File: config.mk
export PLATFORM = sky130hd
export DESIGN_NAME = pcmd_parser_gen2
export DESIGN_NICKNAME = d
export VERILOG_FILES = /design/src/rtl/pcmd_parser_gen2.sv
export SDC_FILE = /design/constraint.sdc
export NUM_CORES = 1
export LEC_CHECK = 0
export CAP_MARGIN = 20
export CORE_ASPECT_RATIO = 1.25
export CORE_MARGIN = 2
export CORE_UTILIZATION = 50
export DETAILED_ROUTE_END_ITERATION = 16
export GPL_TIMING_DRIVEN = 0
export PLACE_DENSITY = 0.75
export SLEW_MARGIN = 40
export SYNTH_ARGS = -nofsm -noshare
export SYNTH_HDL_FRONTEND = slang
export SYNTH_SLANG_ARGS = --single-unit
File: constraint.sdc
create_clock -name sys_clk -period 2.4 [get_ports sys_clk]
set_input_delay 0.24 -clock sys_clk [delete_from_list [all_inputs] [get_ports sys_clk]]
set_output_delay 0.24 -clock sys_clk [all_outputs]
set_load 0.005 [all_outputs]
File: src/rtl/pcmd_parser_gen2.sv
// pcmd_parser_gen2: queued command parser. Commands are buffered in a small
// FIFO and then decoded one at a time. A command either updates the local
// per-channel configuration (mux select, clock enable) or is forwarded to a
// single downstream channel. Every command ends with exactly one response.
//
// Handshakes: a transfer happens on a rising sys_clk edge where valid and
// ready are both high. A valid, once raised, stays high with its payload
// unchanged until that transfer happens. Ready may toggle freely and never
// depends on valid within the same cycle.
module pcmd_parser_gen2 #(
    parameter int NUM_CH  = 4,
    parameter int ARG_W   = 8,
    parameter int DEPTH   = 8,
    parameter int TIMEOUT = 255,
    parameter int CH_W    = 4
) (
    input  logic                    sys_clk,
    input  logic                    sys_rst,
    input  logic                    cmd_in_valid,
    output logic                    cmd_in_ready,
    input  logic [3:0]              cmd_in_op,
    input  logic [CH_W-1:0]         cmd_in_ch,
    input  logic [ARG_W-1:0]        cmd_in_arg,
    output logic [$clog2(DEPTH):0]  cmd_level,
    output logic [NUM_CH-1:0]       ch_op_valid,
    input  logic [NUM_CH-1:0]       ch_op_ready,
    output logic                    ch_op_wr,
    output logic [ARG_W-1:0]        ch_op_data,
    input  logic [NUM_CH*ARG_W-1:0] ch_rdata,
    output logic [2*NUM_CH-1:0]     mux_sel,
    output logic [NUM_CH-1:0]       ch_clk_en,
    output logic                    rsp_valid,
    input  logic                    rsp_ready,
    output logic [1:0]              rsp_code,
    output logic [ARG_W-1:0]        rsp_data,
    output logic [7:0]              illegal_cnt
);

    localparam int PTR_W = $clog2(DEPTH);
    localparam int LVL_W = PTR_W + 1;
    localparam int TMR_W = $clog2(TIMEOUT + 1);

    localparam logic [3:0] OP_NOP    = 4'h0;
    localparam logic [3:0] OP_WRITE  = 4'h1;
    localparam logic [3:0] OP_READ   = 4'h2;
    localparam logic [3:0] OP_MUXCFG = 4'h3;
    localparam logic [3:0] OP_CLKEN  = 4'h4;

    localparam logic [1:0] RSP_OK       = 2'd0;
    localparam logic [1:0] RSP_ILLEGAL  = 2'd1;
    localparam logic [1:0] RSP_TIMEOUT  = 2'd2;
    localparam logic [1:0] RSP_DISABLED = 2'd3;

    typedef enum logic [1:0] {
        ST_IDLE = 2'd0,
        ST_EXEC = 2'd1,
        ST_WAIT = 2'd2,
        ST_RESP = 2'd3
    } state_t;

    state_t state_q, state_d;

    // Command queue storage and bookkeeping
    logic [3:0]       op_mem  [DEPTH];
    logic [CH_W-1:0]  ch_mem  [DEPTH];
    logic [ARG_W-1:0] arg_mem [DEPTH];
    logic [PTR_W-1:0] wr_ptr_q, wr_ptr_d;
    logic [PTR_W-1:0] rd_ptr_q, rd_ptr_d;
    logic [LVL_W-1:0] level_q, level_d;
    logic             cmd_in_ready_q, cmd_in_ready_d;
    logic             push, pop;

    // Command being executed
    logic [3:0]       cmd_op_q, cmd_op_d;
    logic [CH_W-1:0]  cmd_ch_q, cmd_ch_d;
    logic [ARG_W-1:0] cmd_arg_q, cmd_arg_d;

    // Registered outputs and timer
    logic [NUM_CH-1:0]   ch_op_valid_q, ch_op_valid_d;
    logic                ch_op_wr_q, ch_op_wr_d;
    logic [ARG_W-1:0]    ch_op_data_q, ch_op_data_d;
    logic [2*NUM_CH-1:0] mux_sel_q, mux_sel_d;
    logic [NUM_CH-1:0]   ch_clk_en_q, ch_clk_en_d;
    logic                rsp_valid_q, rsp_valid_d;
    logic [1:0]          rsp_code_q, rsp_code_d;
    logic [ARG_W-1:0]    rsp_data_q, rsp_data_d;
    logic [7:0]          illegal_cnt_q, illegal_cnt_d;
    logic [TMR_W-1:0]    timer_q, timer_d;

    // Decoded view of the addressed channel
    logic [NUM_CH-1:0] sel_onehot;
    logic              sel_en;
    logic              sel_ready;
    logic [ARG_W-1:0]  sel_rdata;
    logic              ch_in_range;

    // Decode the command channel; an out-of-range index selects nothing
    always_comb begin
        sel_onehot = '0;
        sel_en     = 1'b0;
        sel_ready  = 1'b0;
        sel_rdata  = '0;
        for (int c = 0; c < NUM_CH; c++) begin
            if (cmd_ch_q == CH_W'(c)) begin
                sel_onehot[c] = 1'b1;
                sel_en        = ch_clk_en_q[c];
                sel_ready     = ch_op_ready[c];
                sel_rdata     = ch_rdata[c*ARG_W +: ARG_W];
            end
        end
    end

    assign ch_in_range = |sel_onehot;

    assign push = cmd_in_valid && cmd_in_ready_q;
    assign pop  = (state_q == ST_IDLE) && (level_q != '0);

    // Queue pointers and occupancy; ready is registered from the next level
    always_comb begin
        wr_ptr_d = wr_ptr_q;
        rd_ptr_d = rd_ptr_q;
        level_d  = level_q;
        if (push) wr_ptr_d = wr_ptr_q + 1'b1;
        if (pop)  rd_ptr_d = rd_ptr_q + 1'b1;
        if (push && !pop)      level_d = level_q + 1'b1;
        else if (!push && pop) level_d = level_q - 1'b1;
        cmd_in_ready_d = (level_d != LVL_W'(DEPTH));
    end

    // Queue storage needs no reset: level and pointers define valid entries
    always_ff @(posedge sys_clk) begin
        if (push) begin
            op_mem[wr_ptr_q]  <= cmd_in_op;
            ch_mem[wr_ptr_q]  <= cmd_in_ch;
            arg_mem[wr_ptr_q] <= cmd_in_arg;
        end
    end

    // Command FSM: next state and all registered outputs
    always_comb begin
        state_d       = state_q;
        cmd_op_d      = cmd_op_q;
        cmd_ch_d      = cmd_ch_q;
        cmd_arg_d     = cmd_arg_q;
        ch_op_valid_d = ch_op_valid_q;
        ch_op_wr_d    = ch_op_wr_q;
        ch_op_data_d  = ch_op_data_q;
        mux_sel_d     = mux_sel_q;
        ch_clk_en_d   = ch_clk_en_q;
        rsp_valid_d   = rsp_valid_q;
        rsp_code_d    = rsp_code_q;
        rsp_data_d    = rsp_data_q;
        illegal_cnt_d = illegal_cnt_q;
        timer_d       = timer_q;

        case (state_q)
            ST_IDLE: begin
                if (pop) begin
                    cmd_op_d  = op_mem[rd_ptr_q];
                    cmd_ch_d  = ch_mem[rd_ptr_q];
                    cmd_arg_d = arg_mem[rd_ptr_q];
                    state_d   = ST_EXEC;
                end
            end

            ST_EXEC: begin
                // Most outcomes respond immediately; the launch case overrides
                state_d     = ST_RESP;
                rsp_valid_d = 1'b1;
                rsp_code_d  = RSP_OK;
                rsp_data_d  = '0;
                if (cmd_op_q > OP_CLKEN || (cmd_op_q != OP_NOP && !ch_in_range)) begin
                    rsp_code_d = RSP_ILLEGAL;
                    if (illegal_cnt_q != 8'hFF) illegal_cnt_d = illegal_cnt_q + 8'd1;
                end else if (cmd_op_q == OP_MUXCFG) begin
                    for (int c = 0; c < NUM_CH; c++) begin
                        if (sel_onehot[c]) mux_sel_d[2*c +: 2] = cmd_arg_q[1:0];
                    end
                end else if (cmd_op_q == OP_CLKEN) begin
                    for (int c = 0; c < NUM_CH; c++) begin
                        if (sel_onehot[c]) ch_clk_en_d[c] = cmd_arg_q[0];
                    end
                end else if (cmd_op_q != OP_NOP) begin
                    if (!sel_en) begin
                        rsp_code_d = RSP_DISABLED;
                    end else begin
                        rsp_valid_d   = 1'b0;
                        ch_op_valid_d = sel_onehot;
                        ch_op_wr_d    = (cmd_op_q == OP_WRITE);
                        ch_op_data_d  = cmd_arg_q;
                        timer_d       = '0;
                        state_d       = ST_WAIT;
                    end
                end
            end

            ST_WAIT: begin
                // Ready on the final timer edge still wins over the timeout
                if (sel_ready) begin
                    ch_op_valid_d = '0;
                    rsp_valid_d   = 1'b1;
                    rsp_code_d    = RSP_OK;
                    rsp_data_d    = (cmd_op_q == OP_READ) ? sel_rdata : '0;
                    state_d       = ST_RESP;
                end else if (timer_q == TMR_W'(TIMEOUT - 1)) begin
                    ch_op_valid_d = '0;
                    rsp_valid_d   = 1'b1;
                    rsp_code_d    = RSP_TIMEOUT;
                    rsp_data_d    = '0;
                    timer_d       = timer_q + 1'b1;
                    state_d       = ST_RESP;
                end else begin
                    timer_d = timer_q + 1'b1;
                end
            end

            ST_RESP: begin
                if (rsp_ready) begin
                    rsp_valid_d = 1'b0;
                    state_d     = ST_IDLE;
                end
            end

            default: state_d = ST_IDLE;
        endcase
    end

    // State and output registers with asynchronous reset
    always_ff @(posedge sys_clk or posedge sys_rst) begin
        if (sys_rst) begin
            state_q        <= ST_IDLE;
            wr_ptr_q       <= '0;
            rd_ptr_q       <= '0;
            level_q        <= '0;
            cmd_in_ready_q <= 1'b1;
            cmd_op_q       <= '0;
            cmd_ch_q       <= '0;
            cmd_arg_q      <= '0;
            ch_op_valid_q  <= '0;
            ch_op_wr_q     <= 1'b0;
            ch_op_data_q   <= '0;
            mux_sel_q      <= '0;
            ch_clk_en_q    <= '0;
            rsp_valid_q    <= 1'b0;
            rsp_code_q     <= '0;
            rsp_data_q     <= '0;
            illegal_cnt_q  <= '0;
            timer_q        <= '0;
        end else begin
            state_q        <= state_d;
            wr_ptr_q       <= wr_ptr_d;
            rd_ptr_q       <= rd_ptr_d;
            level_q        <= level_d;
            cmd_in_ready_q <= cmd_in_ready_d;
            cmd_op_q       <= cmd_op_d;
            cmd_ch_q       <= cmd_ch_d;
            cmd_arg_q      <= cmd_arg_d;
            ch_op_valid_q  <= ch_op_valid_d;
            ch_op_wr_q     <= ch_op_wr_d;
            ch_op_data_q   <= ch_op_data_d;
            mux_sel_q      <= mux_sel_d;
            ch_clk_en_q    <= ch_clk_en_d;
            rsp_valid_q    <= rsp_valid_d;
            rsp_code_q     <= rsp_code_d;
            rsp_data_q     <= rsp_data_d;
            illegal_cnt_q  <= illegal_cnt_d;
            timer_q        <= timer_d;
        end
    end

    assign cmd_in_ready = cmd_in_ready_q;
    assign cmd_level    = level_q;
    assign ch_op_valid  = ch_op_valid_q;
    assign ch_op_wr     = ch_op_wr_q;
    assign ch_op_data   = ch_op_data_q;
    assign mux_sel      = mux_sel_q;
    assign ch_clk_en    = ch_clk_en_q;
    assign rsp_valid    = rsp_valid_q;
    assign rsp_code     = rsp_code_q;
    assign rsp_data     = rsp_data_q;
    assign illegal_cnt  = illegal_cnt_q;

endmodule

==> metrics.md <==
| Metric | Value |
|---|---|
| Placed inst area | `0.01028 mm2` |
| I/O pin count | `105` |
| Max-slew violations | `0` |
| Setup-failing EPs final | `0` |
| Yosys top cell area share | `0.4343` |
| Post-route ant nets | `0` |
| Initial antenna violation count | `0` |
| Clk sinks | `roughly 210` |
| PwrDens | `roughly 1200 mW/mm2` |
| H-tree levels | `1` |
| IO Port Bufs | `around 100` |
| RSZ-0062 raised after global routing | `false` |
| Area of the multi-input gates | `between 0.002 and 0.003 mm2` |
| Hold Path Class | `input pin to async pin` |
| Rel. slew slack | `0.4754` |
| Mean area per synthesized cell | `15.10 um2` |
| Status | `finished, final reports clean` |
| Fin crit share | `0.9415` |
| Clock buffer depth | `3` |
| Core area | `0.01743 mm2` |
| Mux contribution to synthesized area | `0.1624` |
| Largest family of logic cells by synthesized area | `multiplexers` |
| Wire length per cell | `around 20 um` |
| CTS Buf Count | `22` |
| Total track usage | `0.2033` |
| Crit end category | `register` |
| Most used DFF post-synth | `edfxtp_1` |
| Leading cell type in the layout, fill and taps excluded | `edfxtp_1` |
| Placed insts | `around 920` |
| Critical Path RT | `between 2 and 3 ns` |
| Clk pin slew, worst setup/hold paths | `approximately 0.06 ns` |
| Final hold violation count | `0` |
| Worst flop-to-flop path endpoint | `ch_op_data[5]` |
| Worst slack, placed | `-0.09531 ns` |
| Critical-path maximum fanout | `9` |
| Row count | `54` |
| Root buffer cell | `clkbuf_16` |
| Netlist Area Pre-Place | `just under 0.009 mm2` |
| Worst vdd ir | `around 670 uV` |
| Clk_lat worst skew | `about 0.51 ns` |
| Crit path DAT | `2.65 ns` |
| Synth top area cells | `edfxtp_1, dfrtp_1, mux4_2` |
| CP Class | `register to register` |
| Nets | `786` |
| Die X | `123.0 um` |
| HPWL Detailed | `between 10 and 15 mm` |
| Leakage power | `4.140 nW` |
| Final Skew | `between 0.015 and 0.02 ns` |
| Detailed Route WL | `19.07 mm` |
| Pre-antenna DRT Iters | `5` |
| Share of cells above drive strength 1 | `0.1918` |
| Post-Layout Cell Count | `between 900 and 1000` |
| Cells after Synth | `586` |
| Sequential cell area | `0.005872 mm2` |
| Simple-gate share of the synthesized area | `0.07437` |
| Post-Synthesis Net Count | `around 650` |
| First-pass GRT wire length | `29.64 mm` |
| Post-synth EDFFs | `roughly 130` |
| Count of different cell masters after synthesis | `52` |
| FILL cells | `between 1000 and 1500` |
| Seq cells post-synth | `around 210` |
| DRC viols | `0` |
| Most frequent cells in the layout | `edfxtp_1, clkdlybuf4s50_1, dfrtp_1, nand2_1, mux2_2` |
| Largest net degree at the start of global routing | `between 40 and 50` |
| Routed vias/inst | `between 5 and 6` |
| Crit path time final | `approximately 2.3 ns` |
| Sequential share of the synthesized area | `0.6635` |
| Syn-to-layout area delta | `24.71%` |
| Startpoint class of the critical path | `register` |
| CTS tree | `yes` |
| Slew @ Worst Pin | `0.7870 ns` |
| Vias | `approximately 5400` |
| Synthesis Warnings | `0` |
| Async SR Flop Fraction | `0.3876` |
| Flop-to-flop setup slack | `0.14 ns` |
| Max Cap Viol | `0` |
| CTS Hold Buffers Added | `0` |
| Iteration-0 DRC Markers | `~450` |
| Total congestion overflow | `0` |
| Post-synthesis compound-gate area fraction | `0.05118` |
| Vias in the first global route | `around 5700` |
| Post-route setup TNS | `0 ns` |
| Synth Area in Adders | `0.01668` |
| Achievable Freq | `0.4426 GHz` |
| Synth Area in XOR/XNOR | `0.01287` |
| Reg2reg path depth | `6` |
| Worst reg2reg path startpoint | `cmd_op_q[3]` |
| Total die area | `approximately 0.019 mm2` |
| Final instance area | `0.01104 mm2` |
| Area leader, netlist | `edfxtp_1` |
| Die H | `152.7 um` |
| Initial core utilization | `0.5077` |
| Crit path launch | `cmd_op_q[3]` |
| Final Wtd Congestion | `0.8057` |
| # diodes | `0` |
| Setup WS post-layout | `about 0.14 ns` |
## cell type report
class                      instances  area share
inverter                          14    0.005215
tap                              224     0.02539
clock inverter                     8     0.01122
multi-input combinational        336      0.2614
sequential                       209      0.5320
buffer                            26     0.01032
timing repair buffer             110     0.09931
clock buffer                      32     0.05510
## cells by family (layout without fill, tap and decap cells)
| group | count (synthesis) | count (layout) |
|---|---|---|
| DFF | 209 | 209 |
| xor gates and xnor gates | 13 | 13 |
| muxes | 98 | 98 |
| buffers and inverters | 41 | 190 |
| adders and majority gates | 12 | 12 |
| and+or+nand+nor | 141 | 141 |
| AOI/OAI and AO/OA | 72 | 72 |
## critical path, stage by stage, from the launching register on
cell and delay [ns]:
dfrtp_1 0.36, clkbuf_1 0.24, nor4_1 0.35, and2_1 0.25, nand2_1 0.12, nor2_2 0.41
mux2_2 0.40
## through the flow
step	hold WS [ns]	power, mW	utilization
after floorplan	0.3389	8.040	-
after global placement	0.4564	9.332	0.5835
after detailed placement	0.4586	9.675	0.5897
after CTS	0.1050	13.14	0.6320
after global routing	0.1352	13.79	0.6331
final	0.1033	13.08	0.6331
## worst max path at each step
stage	to	slack [ns]	cells past startpoint
3_3_place_gp	arg_mem[0][4]	-1.25	4
5_1_grt	cmd_arg_q[4]	0.009	7
3_5_place_dp	rsp_code[1]	-0.1	7
4_1_cts	rsp_data[0]	0.04	6
2_1_floorplan	arg_mem[0][0]	0.01	3
6_report	ch_op_data[5]	0.14	6
## power by group
group          leakage (nW)  total, mW  switching (mW)  internal (mW)
Sequential             2.19       5.15           0.515           4.64
Combinational          1.59       4.51            2.46           2.04
Clock                 0.355       3.42            1.33           2.08
Total                  4.14       13.1            4.31           8.77
## sequential cells by signal, indices dropped and copies added, names as in the netlist, 2 cells and up
name and flops:
rd_ptr_q 3, state_q 2, ch_clk_en 4, rsp_data 8, ch_op_valid 4, cmd_op_q 4, ch_mem 32, timer_q 8
mux_sel 8, cmd_ch_q 4, wr_ptr_q 3, rsp_code 2, op_mem 32, cmd_arg_q 8, ch_op_data 8, cmd_level 4
arg_mem 64, illegal_cnt 8
## synthesized netlist by cell type, types with 2 or more instances
master    number
a21oi_1       10
a31oi_1        4
and2_1         3
and4_1         2
buf_1          2
buf_2          5
buf_4          2
clkbuf_1      18
dfrtp_1       80
edfxtp_1     128
ha_1          11
inv_1         14
mux2_1         2
mux2_2        43
mux2i_1       21
mux4_2        32
nand2_1       58
nand2b_1       5
nand3_1       11
nand4_1        3
nor2_1        29
nor2b_1        2
nor3_1        11
o21ai_0       20
o21ai_1       10
o22ai_1       10
o311ai_1       2
o31ai_1        6
or2_2          3
or3_1          3
or4_1          4
xnor2_1        5
xor2_1         8
## per-layer routing
layer / track usage / vias up / share of wire
met5: 0 / - / 0
met4: 0.06494 / 0 / 0.022
met3: 0.03855 / 34 / 0.065
met2: 0.3720 / 181 / 0.53
met1: 0.2367 / 2708 / 0.38
li1: - / 2484 / -
## repair_timing
item	4_1_cts	5_1_grt
setup endpoints to repair	1	21
pin swaps	0	0
setup buffers	0	0
resized for setup	1	7
Power figures use the tool's default switching activity.
